`src/rtl/priority_arbiter_rr.sv`:
```
// Request arbiter with selectable fixed or round-robin priority and a held,
// registered grant that is released by a valid/ready handshake.
//
// state | meaning
// IDLE  | no grant held, out_valid=0, out_idx=0, out_onehot=0
// HOLD  | grant held stable on out_idx/out_onehot until out_ready accepts it
module priority_arbiter_rr #(
    parameter int N = 8,
    parameter int W = 3
) (
    input  logic         clk,
    input  logic         rst,
    input  logic [N-1:0] req,
    input  logic         mode,
    input  logic         out_ready,
    output logic         out_valid,
    output logic [W-1:0] out_idx,
    output logic [N-1:0] out_onehot
);

    typedef enum logic {
        IDLE = 1'b0,
        HOLD = 1'b1
    } state_t;

    localparam logic [W-1:0] TOP_IDX = W'(N - 1);

    state_t         state_q, state_d;
    logic [W-1:0]   idx_q, idx_d;
    logic [N-1:0]   onehot_q, onehot_d;
    logic [W-1:0]   ptr_q, ptr_d;

    logic           handshake;
    logic           evaluate;
    logic           any_req;
    logic [W-1:0]   ptr_after;
    logic [W-1:0]   ptr_eval;
    logic [W-1:0]   winner;

    function automatic logic [W-1:0] pick_fixed(input logic [N-1:0] r);
        logic [W-1:0] w;
        w = '0;
        for (int i = 0; i < N; i++) begin
            if (r[W'(i)]) w = W'(i);
        end
        return w;
    endfunction

    // Search downward from p (inclusive), wrapping from 0 back to N-1.
    function automatic logic [W-1:0] pick_rr(input logic [N-1:0] r, input logic [W-1:0] p);
        logic [W-1:0] w;
        logic         found;
        int           j;
        w     = '0;
        found = 1'b0;
        for (int k = 0; k < N; k++) begin
            j = int'(p) - k;
            if (j < 0) j = j + N;
            if (!found && r[W'(j)]) begin
                w     = W'(j);
                found = 1'b1;
            end
        end
        return w;
    endfunction

    always_ff @(posedge clk) begin
        if (rst) begin
            state_q  <= IDLE;
            idx_q    <= '0;
            onehot_q <= '0;
            ptr_q    <= TOP_IDX;
        end else begin
            state_q  <= state_d;
            idx_q    <= idx_d;
            onehot_q <= onehot_d;
            ptr_q    <= ptr_d;
        end
    end

    // The next winner after an accepted grant uses the already-advanced pointer.
    always_comb begin
        any_req   = |req;
        handshake = (state_q == HOLD) && out_ready;
        evaluate  = (state_q == IDLE) || handshake;
        ptr_after = (idx_q == '0) ? TOP_IDX : (idx_q - W'(1));
        ptr_eval  = handshake ? ptr_after : ptr_q;
        winner    = mode ? pick_rr(req, ptr_eval) : pick_fixed(req);
        state_d   = state_q;
        if (evaluate) begin
            state_d = any_req ? HOLD : IDLE;
        end
    end

    always_comb begin
        ptr_d    = handshake ? ptr_after : ptr_q;
        idx_d    = idx_q;
        onehot_d = onehot_q;
        if (evaluate) begin
            if (any_req) begin
                idx_d    = winner;
                onehot_d = {{(N-1){1'b0}}, 1'b1} << winner;
            end else begin
                idx_d    = '0;
                onehot_d = '0;
            end
        end
    end

    assign out_valid  = (state_q == HOLD);
    assign out_idx    = idx_q;
    assign out_onehot = onehot_q;

endmodule

```
`config.mk`:
```
export PLATFORM = sky130hd
export DESIGN_NAME = priority_arbiter_rr
export DESIGN_NICKNAME = d
export VERILOG_FILES = /design/src/rtl/priority_arbiter_rr.sv
export SDC_FILE = /design/constraint.sdc
export NUM_CORES = 1
export LEC_CHECK = 0
export ABC_AREA = 1
export BUFFER_PORTS_ARGS = -buffer_cell sky130_fd_sc_hd__clkbuf_2
export CORE_MARGIN = 2
export CORE_UTILIZATION = 45
export DETAILED_ROUTE_END_ITERATION = 8
export GPL_TIMING_DRIVEN = 0
export HOLD_SLACK_MARGIN = 0.06
export MAX_ROUTING_LAYER = met4
export PLACE_DENSITY = 0.63
export SLEW_MARGIN = 20
export SYNTH_ARGS = -nofsm -noshare
export SYNTH_HDL_FRONTEND = slang
export SYNTH_SLANG_ARGS = --single-unit
```
`constraint.sdc`:
```
create_clock -name clk -period 6 [get_ports clk]
set_clock_uncertainty 0.05 [all_clocks]
set_input_delay 0.3 -clock clk [delete_from_list [all_inputs] [get_ports clk]]
set_output_delay 0.3 -clock clk [all_outputs]
set_load 0.005 [all_outputs]
```
# Yosys cells after proc, flatten, opt, wreduce, memory -nomap -nowiden

Index checks and enable logic that the tools add are counted.

Multiplexer cells: 56
Shift operators: 1
Reduce and logical (&&, ||, !) cells: 18
Order comparisons: 16
Bitwise gates (word level): 1
Add/subtract/negate cells: 16

Operators by type and width:

| cell                  | count |
|---|---|
| $mux W3               | 22 |
| $lt A3 B5 Y1 const B  | 8 |
| $lt A4 B1 Y1 const B  | 7 |
| $mux W1               | 25 |
| $add A3 B1 Y3 const B | 8 |
| $bmux W1 S3           | 8 |
| $sub A3 B3 Y4 const B | 4 |
| $logic_and A1 B1 Y1   | 8 |
| $mux W8               | 1 |
| $reduce_or A8 Y1      | 1 |
| $shl A1 B3 Y8 const A | 1 |
| $sub A3 B2 Y4 const B | 2 |
| $logic_not A1 Y1      | 7 |
| $sub A3 B1 Y4 const B | 1 |
| $logic_not A3 Y1      | 1 |
| $lt A3 B1 Y1 const B  | 1 |
| $sub A3 B1 Y3 const B | 1 |
| $logic_or A1 B1 Y1    | 1 |
| $not A1 Y1            | 1 |

Bits in registers: 15
Input bits: 12
Output and inout port bits: 12

# Longest topological paths before layout

Gate-level depths: netlist (run 1).

Depth in word-level cells: 33
Depth in mapped cells: 26

# Least setup slack after synthesis (run 1)

Ideal clock, no wire load.

Kind: flip-flop to flip-flop
Start point: register idx_q[0] (netlist: out_idx[0])
End point: register onehot_q[4] (netlist: out_onehot[4])
Period minus slack after synthesis: 3.149 ns
Setup time: 0.070 ns
Arrival time: 3.029 ns
Path buffers: 2
Stages on the path, launching flop included: 25
Slack: 2.851 ns
Path through: dfxtp_1 inv_1 ha_1 ha_1 inv_1 nand2_1 nand2_4 nand2_4 buf_12 buf_12 ha_1 inv_1 nand3_1 nand3_1 nand2_2 nand4_4 nor2_4 nand3_1 nand3_1 nand2_1 nand2_2 nand2_2 nor2_4 nand3_1 a21oi_1

Cells in the longest elaborated chain, start to end: 33
Elaborated cells on any way between the ends: 91

RTL lines:

| what                                                                   | line | source |
|---|---|---|
| start: declaration                                                     | 29   | `logic [W-1:0] idx_q, idx_d;` |
| start signal: assignment                                               | 75   | `idx_q <= idx_d;` |
| $sub A3 B1 Y3 / $logic_not A3 Y1 (equally long branches)               | 86   | `ptr_after = (idx_q == '0) ? TOP_IDX : (idx_q - W'(1));` |
| $mux W3 *                                                              | 86   |  |
| $mux W3 *                                                              | --   |  |
| parallel branches: the longest is 26 deep, another holds $sub A3 B1 Y4 | --   |  |
| $mux W3 *                                                              | 59   | `if (!found && r[W'(j)]) begin` |
| $mux W3 *                                                              | 88   | `winner = mode ? pick_rr(req, ptr_eval) : pick_fixed(req);` |
| $shl A1 B3 Y8 *                                                        | 102  | `onehot_d = {{(N-1){1'b0}}, 1'b1} << winner;` |
| $mux W8 *                                                              | 100  | `if (any_req) begin` |
| end signal: assignment                                                 | 76   | `onehot_q <= onehot_d;` |
| end: declaration                                                       | 30   | `logic [N-1:0] onehot_q, onehot_d;` |

Every way passes the cells marked *. The select of a mux whose other input is x is not followed.
A chain may end at the register's enable or synchronous reset.

# Final worst setup path (run 1)

Start point: register idx_q[0] (netlist: out_idx[0])
End point: register onehot_q[5] (netlist: out_onehot[5])

The elaborated chain is that of the path after synthesis.

==> results of run 1 <==
[registers in the layout (all words and copies together), names as in the netlist]
| name | count |
|---|---|
| out_idx | 3 |
| out_onehot | 8 |
| out_valid | 1 |
| ptr_q | 3 |
[power by group]
group	internal [uW]	switching, uW	leakage [uW]
Sequential	108	5.21	0.000123
Combinational	101	194	0.000972
Clock	46.0	35.6	0.0000255
Total	255	235	0.00112
[critical path: stages (launching register included)]
cell and delay, ps:
dfxtp_1 370, inv_1 70, ha_1 190, ha_1 200
inv_1 70, nand2_1 80, nand2_4 100, nand2_4 70
buf_12 140, buf_12 140, ha_1 420, inv_1 180
nand3_1 130, nand3_1 100, nand2_2 110, nand4_4 150
nor2_4 170, nand3_1 150, nand3_1 100, nand2_1 60
nand2_2 100, nand2_2 80, nor2_4 130, nand3_1 110
a21oi_1 130
[stage by stage]
| step | hold WS, ps | area [um2] | cells |
|---|---|---|---|
| floorplan | 319 | 1890 | 318 |
| detailed placement | 406 | 2070 | 391 |
| global route | 197 | 2120 | 395 |
| global placement | 405 | 2070 | 391 |
| CTS | 180 | 2120 | 395 |
| finish | 187 | 2120 | 395 |
[kinds of logic (layout without fill, tap and decap cells)]
kind of cell    count (synthesis)  count (layout)  synth area share [%]
buf+inv                        42              69                  12.5
flops                          15              15                  15.9
compound gates                 22              22                  6.80
simple gates                  234             234                  61.6
xor+xnor                        2               2                  1.32
fa+ha+maj                       3               3                  1.98
[path summary, 6_finish.rpt]
path / start / to / slack, ps / depth (start not counted)
worst max-delay path: out_idx[0] / out_onehot[5] / 2320 / 24
worst min-delay path: rst / out_idx[0] / 190 / 2
worst max register to register: out_idx[0] / out_onehot[5] / 2320 / 24
worst min register to register: out_onehot[6] / out_onehot[6] / 420 / 2
[cells in the mapped netlist]
library cell | number | area, um2
a21oi_1 | 15 | 75.1
a31oi_1 | 1 | 6.26
buf_8 | 1 | 15.0
dfxtp_1 | 15 | 300
xnor2_2 | 1 | 16.3
buf_6 | 4 | 45.0
nand2_4 | 8 | 90.1
nor3_2 | 1 | 10.0
ha_1 | 3 | 37.5
inv_6 | 1 | 8.76
nand4_2 | 1 | 12.5
a21oi_4 | 1 | 16.3
nand2_1 | 111 | 417
nand4_1 | 5 | 31.3
buf_12 | 2 | 40.0
nand4_4 | 1 | 21.3
inv_2 | 2 | 7.51
nor2_1 | 20 | 75.1
o21a_1 | 1 | 7.51
o21ai_0 | 3 | 15.0
nand2_2 | 17 | 106
nand3_1 | 60 | 300
o21ai_2 | 1 | 8.76
inv_1 | 30 | 113
clkbuf_1 | 2 | 7.51
nand3_2 | 8 | 80.1
nor2_4 | 2 | 22.5
xor2_1 | 1 | 8.76
[per-layer routing]
metal  global-route usage [%]  vias to the layer above
met5                        -                        -
met3                     2.44                        9
met4                     7.35                        0
met1                     29.7                      903
li1                         -                     1092
met2                     40.0                       60
[layout make-up]
type | instances | area share (%)
plain buffers | 9 | 5.08
clock buffers | 3 | 1.95
clock inverters | 1 | 0.236
inverters | 33 | 6.08
multi-input cells | 261 | 64.1
flip-flops and latches | 15 | 14.2
well taps | 50 | 2.95
repair buffers | 23 | 5.43
==> impl_metrics.py, run 1 <==
metrics = {
    "outcome": {
        "outcome": "completed",
    },
    "global_route": {
        "grt_pass1_vias": 1846,
        "grt-ovfl-total": 0,
        "antenna_found_initial": 0,
        "grt_max_degree": 11,
        "grt_pass1_wl_mm": 8.22,
        "grt_util_all_layers_pct": 23.7,
    },
    "setup_path": {
        "endpoint_kind": "flop",
        "cp.required_ps": 6130,
        "worstSetupPathType": "reg -> reg",
        "crit_fanout": 10,
        "start_kind": "flop",
        "arrival_ps": 3820,
    },
    "power": {
        "p_total_uw": 490,
        "p_per_area_nw_per_um2": 231,
        "leakage_uw": 0.00112,
        "peakVddDrop_mv": 0.161,
    },
    "clock_network": {
        "clk_latency_ps": 250,
        "clk_path_buf_depth": 2,
        "postCtsSetupRepairBufs": 0,
        "numCtsBuffers": 3,
        "cts_root_buffer": "clkbuf_8",
        "htreeDepth": 1,
        "clk_pin_slew_worst_paths_ps": 60,
        "cts_tree": "built",
        "clock-sinks": 15,
        "cts_resized": 0,
        "hold_buffers": 0,
    },
    "layout": {
        "fin_util_pct": 52.6,
        "nNetsFinal": 361,
        "final_cell_mix": "nand2_1, nand3_1, inv_1",
        "n_fill_cell": 425,
        "multiInputGateArea_um2": 1360,
        "final_common_cell": "nand2_1",
        "antenna_cells": 0,
        "ff_latch_area_um2": 300,
        "drive_gt1_share_pct": 22.6,
        "areaGrowthSynthToFinish_pct": 11.8,
    },
    "die": {
        "die_h_um": 68.9,
        "floorplan.initialDensity_pct": 47.0,
        "ioPinCount": 24,
        "die_area_um2": 4740,
        "core_um2": 4030,
        "die_w_um": 68.9,
        "rows": 23,
    },
    "detailed_routing": {
        "ant_nets": 0,
        "vias": 2064,
        "first_pass_iters": 5,
        "wl_met1_mm": 2.28,
        "drc_errors": 0,
        "routed_wl_mm": 4.97,
        "drt_iter0_markers": 182,
        "wl_met2_mm": 2.34,
        "wl_met3_um": 255,
        "highest_layer": "met4",
        "via_per_inst": 5.23,
        "drt-wirelength-per-cell_um": 12.6,
    },
    "placed_design": {
        "io_buffers": 23,
        "dpl_worst_slack_ps": 2340,
        "post-dp-hpwl_mm": 4.05,
        "finalWeightedCongestion": 0.877,
    },
    "timing": {
        "rsz0062_at_grt": "no",
        "slew_viol_final": 0,
        "finalCriticalPeriod_ps": 3680,
        "final.setup.tns_ps": 0,
        "max_freq_mhz": 271,
        "hold_violations": 0,
        "finalCritPeriodShare_pct": 61.4,
        "setup_slack_ps": 2320,
        "relSlewSlack_pct": 69.6,
        "setup_viol": 0,
        "tightestPinTransition_ps": 453,
    },
    "yosys": {
        "netlist_area_um2": 1890,
        "avgSynthCellArea_um2": 5.96,
        "syn_inst": 318,
        "synth_cell_types": 28,
        "yosysSeqAreaShare_pct": 15.9,
        "syn_nets": 333,
        "ys_warn_count": 0,
        "ys_ff_latch": 15,
    },
    "min_path": {
        "hold_class": "in -> reg",
    },
    "run": {
        "maxCapViolCount": 0,
    },
}
(Power assumes the default switching activity.)
==> run 2: changes to the inputs <==
- clock period: 6 -> 3.44 ns (I/O delays scaled with it)
==> run 2 against run 1 <==
  * Count of clock-buffer cells in the layout unchanged
  * Worst setup slack got worse by 2100 ps
  * Non-clock buffer count increased by 10
  * Register-to-register slack lost 2100 ps
  * Clock power up 75%
  * Die area unchanged
  * Hold slack improved by 130 ps
  * Maximum frequency rose by 14%
  * Sequential power increased by 76%
  * Global-route usage hardly changed
  * Routed wire length up 2.2%
==> impl_metrics.py, run 2 (same netlist as run 1, synthesis figures left out) <==
metrics = {
    "timing": {
        "slew_viol_final": 0,
        "finalCritPeriodShare_pct": 93.9,
        "relSlewSlack_pct": 69.2,
        "tightestPinTransition_ps": 462,
        "max_freq_mhz": 310,
        "setup_viol": 0,
        "finalCriticalPeriod_ps": 3230,
        "hold_violations": 0,
    },
    "layout": {
        "n_fill_cell": 423,
        "final_common_cell": "nand2_1",
        "antenna_cells": 0,
        "nNetsFinal": 371,
        "stdcell_count": 405,
        "largest_reg_flops": 8,
        "final_cell_mix": "nand2_1, nand3_1, inv_1",
        "areaGrowthSynthToFinish_pct": 19.3,
        "post-route-cell-area_um2": 2260,
        "drive_gt1_share_pct": 29.0,
        "fin_util_pct": 56.1,
    },
    "power": {
        "leakage_uw": 0.00117,
        "power_frac_comb_pct": 62.2,
        "sw_frac_of_total_pct": 47.3,
        "p_seq_share_pct": 22.0,
        "p_per_area_nw_per_um2": 400,
        "switchingPower_uw": 427,
        "p_clk_share_pct": 15.8,
        "peakVddDrop_mv": 0.281,
        "power.internal_uw": 476,
    },
    "detailed_routing": {
        "via_per_inst": 5.24,
        "ant_nets": 0,
        "first_pass_iters": 4,
        "routed_wl_mm": 5.08,
        "drt-wirelength-per-cell_um": 12.5,
        "vias": 2122,
        "drc_errors": 0,
        "drt_iter0_markers": 156,
    },
    "global_route": {
        "antenna_found_initial": 0,
        "grt_max_degree": 11,
        "grt_pass1_vias": 1856,
        "grt_util_all_layers_pct": 23.7,
        "grt_pass1_wl_mm": 8.22,
        "grt-ovfl-total": 0,
    },
    "setup_path": {
        "cp.required_ps": 3570,
        "reg2regPathDepth": 24,
        "start_kind": "flop",
        "endpoint_kind": "flop",
        "worstSetupPathType": "reg -> reg",
        "crit_fanout": 10,
        "arrival_ps": 3360,
        "reg2reg_slack_ps": 210,
    },
    "min_path": {
        "hold_class": "in -> reg",
        "hold_depth": 5,
    },
    "die": {
        "rows": 23,
        "ioPinCount": 24,
        "die_area_um2": 4740,
        "die_h_um": 68.9,
        "floorplan.initialDensity_pct": 47.0,
        "die_w_um": 68.9,
        "core_um2": 4030,
    },
    "clock_network": {
        "cts_root_buffer": "clkbuf_8",
        "clk_pin_slew_worst_paths_ps": 60,
        "cts_tree": "built",
        "clk_latency_ps": 250,
        "clk_path_buf_depth": 2,
        "htreeDepth": 1,
        "numCtsBuffers": 3,
        "clock-sinks": 15,
    },
    "placed_design": {
        "io_buffers": 23,
        "dpl.cell_count": 391,
        "place_area_um2": 2070,
        "finalWeightedCongestion": 0.877,
        "post-dp-hpwl_mm": 4.05,
    },
    "outcome": {
        "outcome": "completed",
    },
    "run": {
        "maxCapViolCount": 0,
    },
}
run 2: through the flow:
step / setup TNS, ps / setup WS (ps) / power (uW) / hold slack (ps)
2_1_floorplan: 0 / 291 / 601 / 191
4_1_cts: 0 / 11.3 / 866 / 360
3_3_place_gp: -1740 / -201 / 710 / 312
3_5_place_dp: -1800 / -218 / 712 / 317
6_report: 0 / 210 / 903 / 318
5_1_grt: -157 / -46.7 / 985 / 362
run 2: routing by layer:
layer | vias up | GRT usage, % | routed length (um)
met5 | - | - | 0
met4 | 0 | 7.35 | 70
met3 | 8 | 2.44 | 255
met2 | 58 | 40.3 | 2470
met1 | 949 | 29.6 | 2280
li1 | 1107 | - | -
run 2: critical path, stage by stage (launching register included):
cell     delay [ps]
dfxtp_2         360
inv_1            60
ha_2            170
ha_2            180
inv_2            60
nand2_2          60
nand2_4          70
nand2_4          60
buf_12          140
buf_12          140
ha_4            230
buf_4           140
nand3_1          80
nand3_2          70
nand2_2          90
nand4_4         120
nor2_4          210
nand3_2         130
nand3_2          90
nand2_1          60
nand2_2         100
nand2_2          80
nor2_4          160
nand3_1         100
a21oi_1         120
run 2: area by class of cell:
type	count	area, um2	share of cell area, %
multi-input cells	261	1420	62.7
flip-flops and latches	15	303	13.4
repair buffers	33	193	8.53
inverters	33	131	5.81
plain buffers	9	108	4.76
well taps	50	62.6	2.77
clock buffers	3	41.3	1.83
clock inverters	1	5.00	0.221
run 2: repair_timing:
item	CTS	global route
hold buffers	1	0
endpoints found under the hold margin	1	0
buffers inserted	0	9
endpoints found under the setup margin	11	11
pin swaps	0	10
gates resized for setup	3	15
run 2: power groups by stage:
stage,Combinational [uW],Sequential (uW),Clock (uW)
6_report,562,199,143
4_1_cts,520,198,148
2_1_floorplan,399,202,0
3_3_place_gp,509,201,0
3_5_place_dp,511,201,0
5_1_grt,633,200,152
run 2: worst paths after layout:
kind	start	end
max	out_idx[0]	out_onehot[4]
min	mode	out_idx[0]
max reg2reg	out_idx[0]	out_onehot[4]
min reg2reg	out_onehot[3]	out_onehot[3]
==> run 3: changes to the inputs <==
- BUFFER_PORTS_ARGS: -buffer_cell sky130_fd_sc_hd__clkbuf_2 -> -buffer_cell sky130_fd_sc_hd__buf_2
==> run 3 against run 2 <==
  * Non-clock buffer count decreased by 2
  * Critical path depth rose by 1
  * First-iteration DRC count unchanged
  * Sequential power about the same
  * Maximum frequency is 0.85% lower
  * Register-to-register slack got worse by 30 ps
  * Routed wire length up 1.5%
  * Final area shrank 0.94%
  * Die area stayed put
  * Cell count down 0.49%
==> impl_metrics.py, run 3 (same netlist as run 1, synthesis figures left out) <==
metrics = {
    "die": {
        "die_h_um": 68.9,
        "ioPinCount": 24,
        "die_area_um2": 4740,
        "die_w_um": 68.9,
        "floorplan.initialDensity_pct": 47.0,
        "rows": 23,
        "core_um2": 4030,
    },
    "layout": {
        "final_common_cell": "nand2_1",
        "nNetsFinal": 369,
        "areaGrowthSynthToFinish_pct": 18.2,
        "final_cell_mix": "nand2_1, nand3_1, inv_1",
        "stdcell_count": 403,
        "post-route-cell-area_um2": 2240,
        "largest_reg_flops": 8,
        "antenna_cells": 0,
        "n_fill_cell": 446,
        "drive_gt1_share_pct": 28.6,
        "ff_latch_area_um2": 303,
        "multiInputGateArea_um2": 1410,
        "fin_util_pct": 55.6,
    },
    "detailed_routing": {
        "first_pass_iters": 4,
        "drt-wirelength-per-cell_um": 12.8,
        "ant_nets": 0,
        "via_per_inst": 5.13,
        "drc_errors": 0,
        "drt_iter0_markers": 156,
        "vias": 2069,
        "routed_wl_mm": 5.15,
    },
    "setup_path": {
        "r2r-end": "out_idx[2]",
        "cp.required_ps": 3540,
        "worstSetupPathType": "reg -> reg",
        "cp-startpoint": "out_idx[0]",
        "arrival_ps": 3360,
        "endpoint_kind": "flop",
        "crit_fanout": 10,
        "reg2regPathDepth": 25,
        "start_kind": "flop",
        "crit-reg2reg-launch": "out_idx[0]",
        "reg2reg_slack_ps": 180,
    },
    "global_route": {
        "grt_pass1_wl_mm": 8.30,
        "grt_pass1_vias": 1835,
        "grt_max_degree": 11,
        "grt_util_all_layers_pct": 23.8,
        "grt-ovfl-total": 0,
        "antenna_found_initial": 0,
    },
    "timing": {
        "final.setup.tns_ps": 0,
        "relSlewSlack_pct": 67.8,
        "max_freq_mhz": 307,
        "tightestPinTransition_ps": 482,
        "hold_violations": 0,
        "setup_viol": 0,
        "slew_viol_final": 0,
        "finalCriticalPeriod_ps": 3260,
        "finalCritPeriodShare_pct": 94.7,
    },
    "power": {
        "p_per_area_nw_per_um2": 404,
        "leakage_uw": 0.00117,
        "p_total_uw": 904,
        "peakVddDrop_mv": 0.281,
    },
    "placed_design": {
        "finalWeightedCongestion": 0.872,
        "io_buffers": 23,
        "place_area_um2": 2070,
        "dpl.cell_count": 391,
        "post-dp-hpwl_mm": 4.10,
    },
    "min_path": {
        "hold_depth": 5,
        "hold_end": "out_idx[0]",
        "hold_class": "in -> reg",
        "min_from": "mode",
    },
    "clock_network": {
        "clock-sinks": 15,
        "clk_pin_slew_worst_paths_ps": 60,
        "clk_latency_ps": 250,
        "cts_tree": "built",
        "clk_path_buf_depth": 2,
        "numCtsBuffers": 3,
        "htreeDepth": 1,
        "cts_root_buffer": "clkbuf_8",
    },
    "run": {
        "maxCapViolCount": 0,
    },
    "outcome": {
        "outcome": "completed",
    },
}
## run 3: cell types whose count changed in the layout (fill, tap and decap cells not counted), moves of 2 or more
cell / before / now
nand3_2: 13 / 11
buf_4: 9 / 7
nand3_1: 55 / 57
buf_2: 0 / 23
clkbuf_2: 23 / 0
## run 3: timing repair
item                                    in CTS  in global routing
gates resized for setup                      4                 13
hold buffers                                 1                  0
endpoints found under the setup margin      11                 11
hold endpoints to repair                     1                  0
buffers inserted                             0                  7
pin swaps                                    1                  7
## run 3: worst max path at each step
stage / endpoint / slack, ps
final: out_idx[2] / 180
after floorplan: out_onehot[4] / 290
after global routing: out_idx[2] / -7
after detailed placement: out_onehot[4] / -240
after global placement: out_onehot[4] / -210
after CTS: out_onehot[4] / 20
## run 3: power by group
group	total, uW	switching, uW	internal (uW)
clock	146	65.4	80.3
combinational	560	355	204
sequential	198	9.07	189
total	904	430	474
## run 3: final cells by class
type,instances,share of cell area (%)
Buffer,9,4.81
Clock buffer,3,1.84
Clock inverter,1,0.224
Inverter,33,5.76
Multi-Input combinational cell,261,63.1
Sequential cell,15,13.5
Tap cell,50,2.79
Timing Repair Buffer,31,7.94
## run 3: critical path: stages (launching register included)
cell and delay [ps]:
dfxtp_2 350, inv_1 60, ha_1 190, ha_2 190
inv_2 60, nand2_2 60, nand2_4 80, nand2_4 60
buf_12 150, buf_12 140, ha_4 280, inv_2 70
nand3_1 100, nand3_2 90, nand2_2 100, nand4_4 120
nor2_4 180, nand2_1 80, nor2_2 130, nand2_1 60
nand2_1 70, inv_2 50, nand2_2 80, nor2_4 50
buf_4 140, o21a_1 150
## run 3: stage by stage
| step | setup WS (ps) | hold slack (ps) |
|---|---|---|
| after floorplan | 291 | 191 |
| after global placement | -206 | 309 |
| after detailed placement | -239 | 312 |
| after CTS | 24.7 | 354 |
| after global routing | -7.15 | 376 |
| final | 182 | 324 |
## run 3: routing by layer
metal  GRT usage, %  up-vias  wire length, um  share of wire (%)
met4           8.09        0               75                1.5
li1               -     1103                -                  -
met3           1.46        6              181                3.5
met5              -        -                0                  0
met2           39.9       43             2450                 48
met1           30.4      917             2440                 47
